**src/rtl/mole_round_if.sv**
```systemverilog
// Handshake bundle between the round engine and the game-state controller,
// plus the player keys and the score/mole outputs shown to the player.
interface mole_round_if #(
  parameter int NUM_HOLES = 4,
  parameter int SCORE_W   = 8
);
  logic                 game_start;
  logic                 game_active;
  logic                 game_end;
  logic [NUM_HOLES-1:0] keys;
  logic [NUM_HOLES-1:0] mole;
  logic [1:0]           hit_miss;
  logic                 control_signal;
  logic                 timer_signal;
  logic [SCORE_W-1:0]   score;
  logic [SCORE_W-1:0]   misses;

  // Round engine side
  modport master (
    input  game_start, game_active, game_end, keys,
    output mole, hit_miss, control_signal, timer_signal, score, misses
  );

  // Controller / player side
  modport slave (
    output game_start, game_active, game_end, keys,
    input  mole, hit_miss, control_signal, timer_signal, score, misses
  );
endinterface

```
**src/rtl/mole_round_ctrl.sv**
```systemverilog
// Whack-a-mole round engine: places moles from an LFSR, times each mole and
// the whole round, tallies hits and misses, and hands control back to the
// game-state controller through level handshakes.
module mole_round_ctrl #(
  parameter int          NUM_HOLES       = 4,
  parameter int          MOLE_CYCLES     = 50000000,
  parameter int          FEEDBACK_CYCLES = 25000000,
  parameter int          GAME_CYCLES     = 1500000000,
  parameter int          SCORE_W         = 8,
  parameter logic [15:0] LFSR_SEED       = 16'hACE1
) (
  input  logic         clk,
  input  logic         reset_n,
  mole_round_if.master bus
);

  localparam int MC_W = $clog2(MOLE_CYCLES + 1);
  localparam int FC_W = $clog2(FEEDBACK_CYCLES + 1);
  localparam int GC_W = $clog2(GAME_CYCLES + 1);
  // An all-zero LFSR would lock up, so a zero seed is promoted to 1.
  localparam logic [15:0] SEED = (LFSR_SEED == 16'h0) ? 16'h0001 : LFSR_SEED;

  typedef enum logic [2:0] {
    S_IDLE, S_LOAD, S_SPAWN, S_UP, S_REPORT, S_FEEDBACK, S_TIMEOUT, S_END
  } state_t;

  state_t               state_reg;
  logic [15:0]          lfsr_reg;
  logic [NUM_HOLES-1:0] keys_q;
  logic                 start_q;
  logic [NUM_HOLES-1:0] mole_reg;
  logic [NUM_HOLES-1:0] prev_mole_reg;
  logic [1:0]           hit_miss_reg;
  logic                 control_reg;
  logic                 timer_reg;
  logic [SCORE_W-1:0]   score_reg;
  logic [SCORE_W-1:0]   misses_reg;
  logic [MC_W-1:0]      mole_cnt_reg;
  logic [FC_W-1:0]      fb_cnt_reg;
  logic [GC_W-1:0]      game_cnt_reg;

  logic [NUM_HOLES-1:0] key_edge;
  logic                 mole_edge;
  logic                 wrong_edge;
  logic [7:0]           idx_raw;
  logic [7:0]           idx_inc;
  logic [NUM_HOLES-1:0] raw_oh;
  logic [NUM_HOLES-1:0] inc_oh;
  logic [NUM_HOLES-1:0] spawn_oh;

  // Only rising key edges count, so a held key can never score twice.
  assign key_edge   = bus.keys & ~keys_q;
  assign mole_edge  = |(key_edge & mole_reg);
  assign wrong_edge = |(key_edge & ~mole_reg);

  // Hole choice; a repeat of the previous hole is bumped to the next one.
  assign idx_raw = lfsr_reg[7:0] % 8'(NUM_HOLES);
  assign idx_inc = (idx_raw == 8'(NUM_HOLES - 1)) ? 8'd0 : idx_raw + 8'd1;

  for (genvar gi = 0; gi < NUM_HOLES; gi++) begin : g_dec
    assign raw_oh[gi] = (idx_raw == 8'(gi));
    assign inc_oh[gi] = (idx_inc == 8'(gi));
  end

  assign spawn_oh = (raw_oh == prev_mole_reg) ? inc_oh : raw_oh;

  assign bus.mole           = mole_reg;
  assign bus.hit_miss       = hit_miss_reg;
  assign bus.control_signal = control_reg;
  assign bus.timer_signal   = timer_reg;
  assign bus.score          = score_reg;
  assign bus.misses         = misses_reg;

  // Free-running LFSR plus one-cycle history of keys and game_start.
  always_ff @(posedge clk or negedge reset_n) begin
    if (!reset_n) begin
      lfsr_reg <= SEED;
      keys_q   <= '0;
      start_q  <= 1'b0;
    end else begin
      lfsr_reg <= {lfsr_reg[14:0], lfsr_reg[15] ^ lfsr_reg[13] ^ lfsr_reg[12] ^ lfsr_reg[10]};
      keys_q   <= bus.keys;
      start_q  <= bus.game_start;
    end
  end

  // Round FSM with all player-visible and handshake outputs registered.
  always_ff @(posedge clk or negedge reset_n) begin
    if (!reset_n) begin
      state_reg     <= S_IDLE;
      mole_reg      <= '0;
      prev_mole_reg <= '0;
      hit_miss_reg  <= 2'b00;
      control_reg   <= 1'b0;
      timer_reg     <= 1'b0;
      score_reg     <= '0;
      misses_reg    <= '0;
      mole_cnt_reg  <= '0;
      fb_cnt_reg    <= '0;
      game_cnt_reg  <= GC_W'(GAME_CYCLES - 1);
    end else begin
      case (state_reg)
        S_IDLE: begin
          score_reg    <= '0;
          misses_reg   <= '0;
          game_cnt_reg <= GC_W'(GAME_CYCLES - 1);
          if (start_q && !bus.game_start) begin
            control_reg <= 1'b1;
            state_reg   <= S_LOAD;
          end
        end
        S_LOAD: begin
          if (bus.game_active) begin
            control_reg <= 1'b0;
            state_reg   <= S_SPAWN;
          end
        end
        S_SPAWN: begin
          mole_reg      <= spawn_oh;
          prev_mole_reg <= spawn_oh;
          mole_cnt_reg  <= MC_W'(MOLE_CYCLES - 1);
          if (game_cnt_reg != '0) game_cnt_reg <= game_cnt_reg - 1'b1;
          state_reg     <= S_UP;
        end
        S_UP: begin
          if (game_cnt_reg == '0) begin
            // Round over: the mole simply vanishes, no score change.
            mole_reg  <= '0;
            timer_reg <= 1'b1;
            state_reg <= S_TIMEOUT;
          end else begin
            game_cnt_reg <= game_cnt_reg - 1'b1;
            if (wrong_edge || (!mole_edge && mole_cnt_reg == '0)) begin
              hit_miss_reg <= 2'b10;
              misses_reg   <= (&misses_reg) ? misses_reg : misses_reg + 1'b1;
              mole_reg     <= '0;
              state_reg    <= S_REPORT;
            end else if (mole_edge) begin
              hit_miss_reg <= 2'b01;
              score_reg    <= (&score_reg) ? score_reg : score_reg + 1'b1;
              mole_reg     <= '0;
              state_reg    <= S_REPORT;
            end else begin
              mole_cnt_reg <= mole_cnt_reg - 1'b1;
            end
          end
        end
        S_REPORT: begin
          if (!bus.game_active) begin
            hit_miss_reg <= 2'b00;
            fb_cnt_reg   <= FC_W'(FEEDBACK_CYCLES - 1);
            state_reg    <= S_FEEDBACK;
          end
        end
        S_FEEDBACK: begin
          if (control_reg && bus.game_active) begin
            control_reg <= 1'b0;
            state_reg   <= S_SPAWN;
          end else if (fb_cnt_reg == '0) begin
            control_reg <= 1'b1;
          end else begin
            fb_cnt_reg <= fb_cnt_reg - 1'b1;
          end
        end
        S_TIMEOUT: begin
          if (timer_reg) begin
            if (!bus.game_active) begin
              timer_reg   <= 1'b0;
              control_reg <= 1'b1;
            end
          end else if (bus.game_end) begin
            control_reg <= 1'b0;
            state_reg   <= S_END;
          end
        end
        S_END: begin
          if (!bus.game_end) state_reg <= S_IDLE;
        end
        default: state_reg <= S_IDLE;
      endcase
    end
  end

endmodule

```
**src/flat_wrapper.sv**
```systemverilog
// flat-port wrapper written by rule: the top's interface ports become plain ports
module mole_round_ctrl_flat 
#(
  parameter int          NUM_HOLES       = 4,
  parameter int          MOLE_CYCLES     = 50000000,
  parameter int          FEEDBACK_CYCLES = 25000000,
  parameter int          GAME_CYCLES     = 1500000000,
  parameter int          SCORE_W         = 8,
  parameter logic [15:0] LFSR_SEED       = 16'hACE1
)
  (clk, reset_n, bus_game_start, bus_game_active, bus_game_end, bus_keys, bus_mole, bus_hit_miss, bus_control_signal, bus_timer_signal, bus_score, bus_misses);
  mole_round_if #(.NUM_HOLES(NUM_HOLES), .SCORE_W(SCORE_W)) bus_i ();
  input  logic clk;
  input  logic reset_n;
  input wire logic [$bits(bus_i.game_start)-1:0] bus_game_start;
  input wire logic [$bits(bus_i.game_active)-1:0] bus_game_active;
  input wire logic [$bits(bus_i.game_end)-1:0] bus_game_end;
  input wire logic [$bits(bus_i.keys)-1:0] bus_keys;
  output wire logic [$bits(bus_i.mole)-1:0] bus_mole;
  output wire logic [$bits(bus_i.hit_miss)-1:0] bus_hit_miss;
  output wire logic [$bits(bus_i.control_signal)-1:0] bus_control_signal;
  output wire logic [$bits(bus_i.timer_signal)-1:0] bus_timer_signal;
  output wire logic [$bits(bus_i.score)-1:0] bus_score;
  output wire logic [$bits(bus_i.misses)-1:0] bus_misses;
  assign bus_i.game_start = bus_game_start;
  assign bus_i.game_active = bus_game_active;
  assign bus_i.game_end = bus_game_end;
  assign bus_i.keys = bus_keys;
  assign bus_mole = bus_i.mole;
  assign bus_hit_miss = bus_i.hit_miss;
  assign bus_control_signal = bus_i.control_signal;
  assign bus_timer_signal = bus_i.timer_signal;
  assign bus_score = bus_i.score;
  assign bus_misses = bus_i.misses;
  mole_round_ctrl #(.NUM_HOLES(NUM_HOLES), .MOLE_CYCLES(MOLE_CYCLES), .FEEDBACK_CYCLES(FEEDBACK_CYCLES), .GAME_CYCLES(GAME_CYCLES), .SCORE_W(SCORE_W), .LFSR_SEED(LFSR_SEED)) u_core (.clk(clk), .reset_n(reset_n), .bus(bus_i));
endmodule
```
**config.mk**
```make
export PLATFORM = sky130hd
export DESIGN_NAME = mole_round_ctrl_flat
export DESIGN_NICKNAME = d
export VERILOG_FILES = /design/src/rtl/mole_round_if.sv /design/src/rtl/mole_round_ctrl.sv /design/src/flat_wrapper.sv
export SDC_FILE = /design/constraint.sdc
export NUM_CORES = 1
export LEC_CHECK = 0
export ABC_AREA = 1
export ABC_CLOCK_PERIOD_IN_PS = 1920
export BUFFER_PORTS_ARGS = -buffer_cell sky130_fd_sc_hd__buf_2
export CAP_MARGIN = 20
export CORE_MARGIN = 2
export CORE_UTILIZATION = 55
export DETAILED_ROUTE_END_ITERATION = 6
export HOLD_SLACK_MARGIN = 0.08
export PLACE_DENSITY = 0.78
export SLEW_MARGIN = 40
export SYNTH_ARGS = -nofsm -noshare
export SYNTH_HDL_FRONTEND = slang
export SYNTH_SLANG_ARGS = --single-unit
export TNS_END_PERCENT = 100
```
**constraint.sdc**
```tcl
create_clock -name clk -period 1.92 [get_ports clk]
set_input_delay 0.192 -clock clk [delete_from_list [all_inputs] [get_ports clk]]
set_output_delay 0.192 -clock clk [all_outputs]
set_load 0.01 [all_outputs]
```
=== Yosys cells after proc, flatten, opt, wreduce, memory -nomap -nowiden ===
Index checks and enable logic that the tools add are counted.

* Bits in registers: 134
* Bits of input ports: 9
* Output and inout port bits: 24
* Word-level logic and storage cells: 153

* Add/subtract/negate cells: 6
* Equal/unequal tests: 37
* Mux-type cells: 54
* Bitwise operators: 8
* Reduce and logical (&&, ||, !) cells: 34

{| class="wikitable"
|+ Operators with widths
! operator !! number
|-
| $pmux 31 s3 || 1
|-
| $mux 26 || 3
|-
| $mux 25 || 3
|-
| $mux 8 || 8
|-
| $mux 31 || 2
|-
| $pmux 26 s2 || 1
|-
| $pmux 25 s2 || 1
|-
| $pmux 8 s2 || 2
|-
| $logic_not 31->1 || 1
|-
| $reduce_bool 31->1 || 1
|-
| $sub 31x1->31 const B || 1
|-
| $mux 3 || 10
|-
| $logic_not 26->1 || 1
|-
| $sub 26x1->26 const B || 1
|-
| $logic_not 25->1 || 1
|-
| $sub 25x1->25 const B || 1
|-
| $ne 2x2->1 const B || 12
|-
| $pmux 3 s8 || 1
|-
| $reduce_and 8->1 || 3
|-
| $add 8x1->8 const B || 2
|-
| $eq 8x2->1 const B || 2
|-
| $logic_not 8->1 || 2
|-
| $mux 4 || 4
|-
| $reduce_and 4->1 || 4
|-
| other kinds (34) || 71
|}

=== Logic depth before layout (Yosys ltp) ===
* Depth in word-level cells: 10
* Mapped depth: 13
* Mapped depth without buffers: 11

=== Worst setup path before layout ===
No wires, ideal clock.

* Path kind: register -> register
* Start point: register u_core.game_cnt_reg[0]
* End point: register u_core.mole_cnt_reg[2]
* Setup time: 121 ps
* Data arrival time: 1,554 ps
* Slack: 245 ps
* Stages on the path, launching flop included: 13
* Path through: dfstp_2 -> inv_1 -> ha_1 -> nand4_1 -> nor2_2 -> nand3_2 -> nand2_1 -> inv_2 -> nand2_4 -> buf_6 -> buf_8 -> nand2_1 -> o21ai_2

* Word-level cells in the longest chain between the ends: 3

{| class="wikitable"
|+ Ends and longest elaborated chain
! what !! line !! source
|-
| start, declared || mole_round_ctrl.sv:40 || <nowiki>logic [GC_W-1:0] game_cnt_reg;</nowiki>
|-
| start signal, assigned || mole_round_ctrl.sv:100 || <nowiki>game_cnt_reg <= GC_W'(GAME_CYCLES - 1);</nowiki>
|-
| start signal, assigned || mole_round_ctrl.sv:106 || <nowiki>game_cnt_reg <= GC_W'(GAME_CYCLES - 1);</nowiki>
|-
| start signal, assigned || mole_round_ctrl.sv:122 || <nowiki>if (game_cnt_reg != '0) game_cnt_reg <= game_cnt_reg - 1'b1;</nowiki>
|-
| $logic_not 31->1 || mole_round_ctrl.sv:126 || <nowiki>if (game_cnt_reg == '0) begin</nowiki>
|-
| $ne 2x2->1 (no line) || -- ||
|-
| $reduce_and 4->1 (no line) || -- ||
|-
| end signal, assigned || mole_round_ctrl.sv:121 || <nowiki>mole_cnt_reg <= MC_W'(MOLE_CYCLES - 1);</nowiki>
|-
| end signal, assigned || mole_round_ctrl.sv:144 || <nowiki>mole_cnt_reg <= mole_cnt_reg - 1'b1;</nowiki>
|-
| end, declared || mole_round_ctrl.sv:38 || <nowiki>logic [MC_W-1:0] mole_cnt_reg;</nowiki>
|}

Every way passes these cells.
A chain may end at the register's enable or synchronous reset.

=== Worst setup path in the final report ===
* Start point: register u_core.game_cnt_reg[25]
* End point: register u_core.mole_cnt_reg[6]

The elaborated chain is that of the path after synthesis.

==> metrics.yaml <==
critical_path:
  cp_top_family: "simple AND/OR/NAND/NOR gates"
  worst_setup_path_start_kind: "flip-flop"
  end_kind: "flip-flop"
  worstSetupPathType: "flip-flop to flip-flop"
  critPathSlowestCell: "dfrtp_2"
  cp_slowest_stage_delay_ns: 0.44
  cp.arrival_ns: 2.18
  required_ns: 2.27
  critical_path_buf_inv_count: 3
  critical_path.most_common_cell: "nor2_2"
  cp_cell_sequence: "nor2_2 -> nand2_1 -> nor2_2 -> inv_1 -> nor2_2 -> nand3_2 -> nand2_2 -> inv_4 -> nand2_8 -> clkbuf_16 -> nand2_1 -> o21ai_1"
  path_max_fanout: 15
global_route:
  antenna_found_initial: 0
  grt_max_degree: 66
  gr-total-overflow: 0
  grt_pass1_wl_microns: 32810
  grt_pass1_vias: 7058
  grtUsageTotal_pct: 25.44
detailed_routing:
  via_per_inst: 5.292
  wl_per_cell_microns: 13.77
  dr.pass1.iters: 6
  ant_nets: 0
  drtIter0Drc: 640
  drt_wl_total_microns: 19680
  drc: 0
  route.vias.total: 7562
yosys:
  yosysSeqAreaShare_pct: 41.79
  synth_edf_count: 0
  syn_nets: 1158
  async_reset_ff_share_pct: 100.0
  syn_area_sq_um: 8105
  postSynthAreaPerCell_sq_um: 7.104
  synth.distinct_cells: 43
  ys.flop_type: "dfrtp_1"
  synth.ff_latch_count: 134
  synth_warnings: 0
  synthCells: 1141
die:
  floorplan.initialDensity_pct: 55.98
  boundaryPins: 33
  core-area_sq_um: 14480
  fp.dieW_microns: 125.4
  die_h_microns: 125.4
  rows: 44
  die_area_sq_um: 15720
clock_tree:
  cts-buffers-inserted: 17
  htreeDepth: 4
  cts-root-buf: "clkbuf_16"
  clk_latency_ns: 0.43
  cts_buffer_depth: 2
  cts_num_sinks: 134
  tritoncts: "built"
  clk_pin_slew_ns: 0.06
sta:
  max_freq_mhz: 546.1
  fin_crit_ns: 1.831
  worst_slew_pin_slew_ns: 0.4146
  setup_tns_ns: 0
  setup_viol: 0
  finalCritPeriodShare_pct: 95.38
  maxSlewHeadroom_pct: 72.36
  hold_viol_final: 0
  maxSlewViolCount: 0
  finClkSkew_ns: 0.005730
  rsz0062_at_grt: "yes"
power_and_ir_drop:
  max-vdd-ir-drop_v: 0.0008658
  switching_power_mw: 5.816
  clock_power_share_pct: 23.5
  p_leak_nw: 4.770
  power_density_nw_per_um2: 1425
  switching_share_pct: 42.33
  combPwrFrac_pct: 43.8
  pwr-share-seq_pct: 32.7
  p_int_mw: 7.922
placed_design:
  gp_congestion: 0.9145
  placed_cell_area_sq_um: 8770
  place_hpwl_microns: 13700
  numPortBuffers: 32
finish:
  drive_above_1_share_pct: 17.75
  layout_common_cells: "nand2_1 (344), nor2_1 (171), dfrtp_1 (104)"
  final_common_cell: "nand2_1"
  num_antenna_cells: 0
  fin_area_sq_um: 9642
  syn_to_final_growth_pct: 18.96
  largest_reg_flops: 31
  layout.nets: 1249
min_path:
  hp-class: "primary input to flip-flop"
outcome:
  run_status: "complete, no violations"
run:
  maxCapViolCount: 0
## synthesized netlist by cell type, types with 5 or more instances
| master | count | area, sq um |
|---|---|---|
| nand2_1 | 346 | 1299 |
| nor2_1 | 186 | 698.2 |
| dfrtp_1 | 107 | 2678 |
| nand3_1 | 101 | 505.5 |
| inv_1 | 98 | 367.9 |
| o21ai_0 | 66 | 330.3 |
| xor2_1 | 39 | 341.6 |
| dfstp_2 | 27 | 709.4 |
| o21ai_1 | 18 | 90.09 |
| nand4_1 | 14 | 87.58 |
| xnor2_1 | 14 | 122.6 |
| buf_2 | 12 | 60.06 |
| a21oi_1 | 10 | 50.05 |
| nand3b_1 | 10 | 75.07 |
| nor3_1 | 10 | 50.05 |
| clkbuf_1 | 9 | 33.78 |
| ha_1 | 8 | 100.1 |
| or2_2 | 8 | 50.05 |
| nand2_2 | 7 | 43.79 |
| o21ai_2 | 7 | 61.31 |
| inv_2 | 6 | 22.52 |
| nor2_2 | 6 | 37.54 |
| nor2_4 | 5 | 56.30 |
## worst register-to-register path: cells and delay by family, from the launching register on
family                 cells  cell delay [ns]
and+or+nand+nor            8             0.93
AOI/OAI and AO/OA          1             0.08
buffers and inverters      3             0.32
DFF                        1             0.44
## kinds of logic (layout without fill, tap and decap cells)
family	count (synthesis)	in the layout	synth area share, %
simple gates	703	703	37.08
xor+xnor	53	53	5.727
fa+ha+maj	8	8	1.235
buf+inv	130	234	6.530
compound gates	113	113	7.641
flops	134	134	41.79
## through the flow
stage	utilization, %	setup slack [ns]	hold slack (ns)	total power [mW]	cells
after floorplan	-	0.2453	-0.1036	8.339	1141
after global placement	60.57	0.08510	0.1353	9.834	1379
after detailed placement	60.57	0.01083	0.1357	9.981	1379
after CTS	65.00	0.01115	0.1366	13.26	1417
after global routing	66.59	-0.02952	0.1566	14.77	1429
final	66.59	0.08871	0.1666	13.74	1429
## power groups by stage
| stage | registers (mW) | clock network, mW | logic (mW) |
|---|---|---|---|
| after floorplan | 4.33 | 0 | 4.01 |
| after global placement | 4.46 | 0 | 5.37 |
| after detailed placement | 4.47 | 0 | 5.51 |
| after CTS | 4.44 | 3.27 | 5.55 |
| after global routing | 4.59 | 3.40 | 6.78 |
| final | 4.49 | 3.23 | 6.02 |
## routing by layer
metal	routed length (microns)	global-route usage, %	vias to the layer above	part of all wire, %
li1	-	-	3805	-
met1	9108	34.24	3519	46
met2	9172	41.02	199	47
met3	1032	6.205	39	5.2
met4	362	7.647	0	1.8
met5	0	0	-	0
## path summary, 6_finish.rpt
kind	cells past startpoint	to	from	slack [ns]
max in group asynchronous	3	u_core.lfsr_reg[10]	reset_n	0.90
min	3	u_core.bus.timer_signal	bus_game_active	0.17
min in group asynchronous	2	u_core.lfsr_reg[12]	reset_n	0.24
min reg2reg	0	u_core.lfsr_reg[10]	u_core.lfsr_reg[9]	0.35
max	12	u_core.mole_cnt_reg[6]	u_core.game_cnt_reg[25]	0.09
max reg2reg	12	u_core.mole_cnt_reg[6]	u_core.game_cnt_reg[25]	0.09
## final cells by class
type / count / area (sq um)
Fill cell: 1221 / 4837
Multi-Input combinational cell: 877 / 4268
Clock buffer: 17 / 425.4
Tap cell: 184 / 230.2
Inverter: 105 / 399.1
Sequential cell: 134 / 3391
Clock inverter: 15 / 156.4
Timing Repair Buffer: 97 / 772.0
## timing repair
item,in CTS,in global routing
resized for setup,0,33
endpoints found under the hold margin,44,0
setup buffers,0,9
setup endpoints to repair,0,76
hold buffers,6,0
Power figures use the tool's default switching activity.
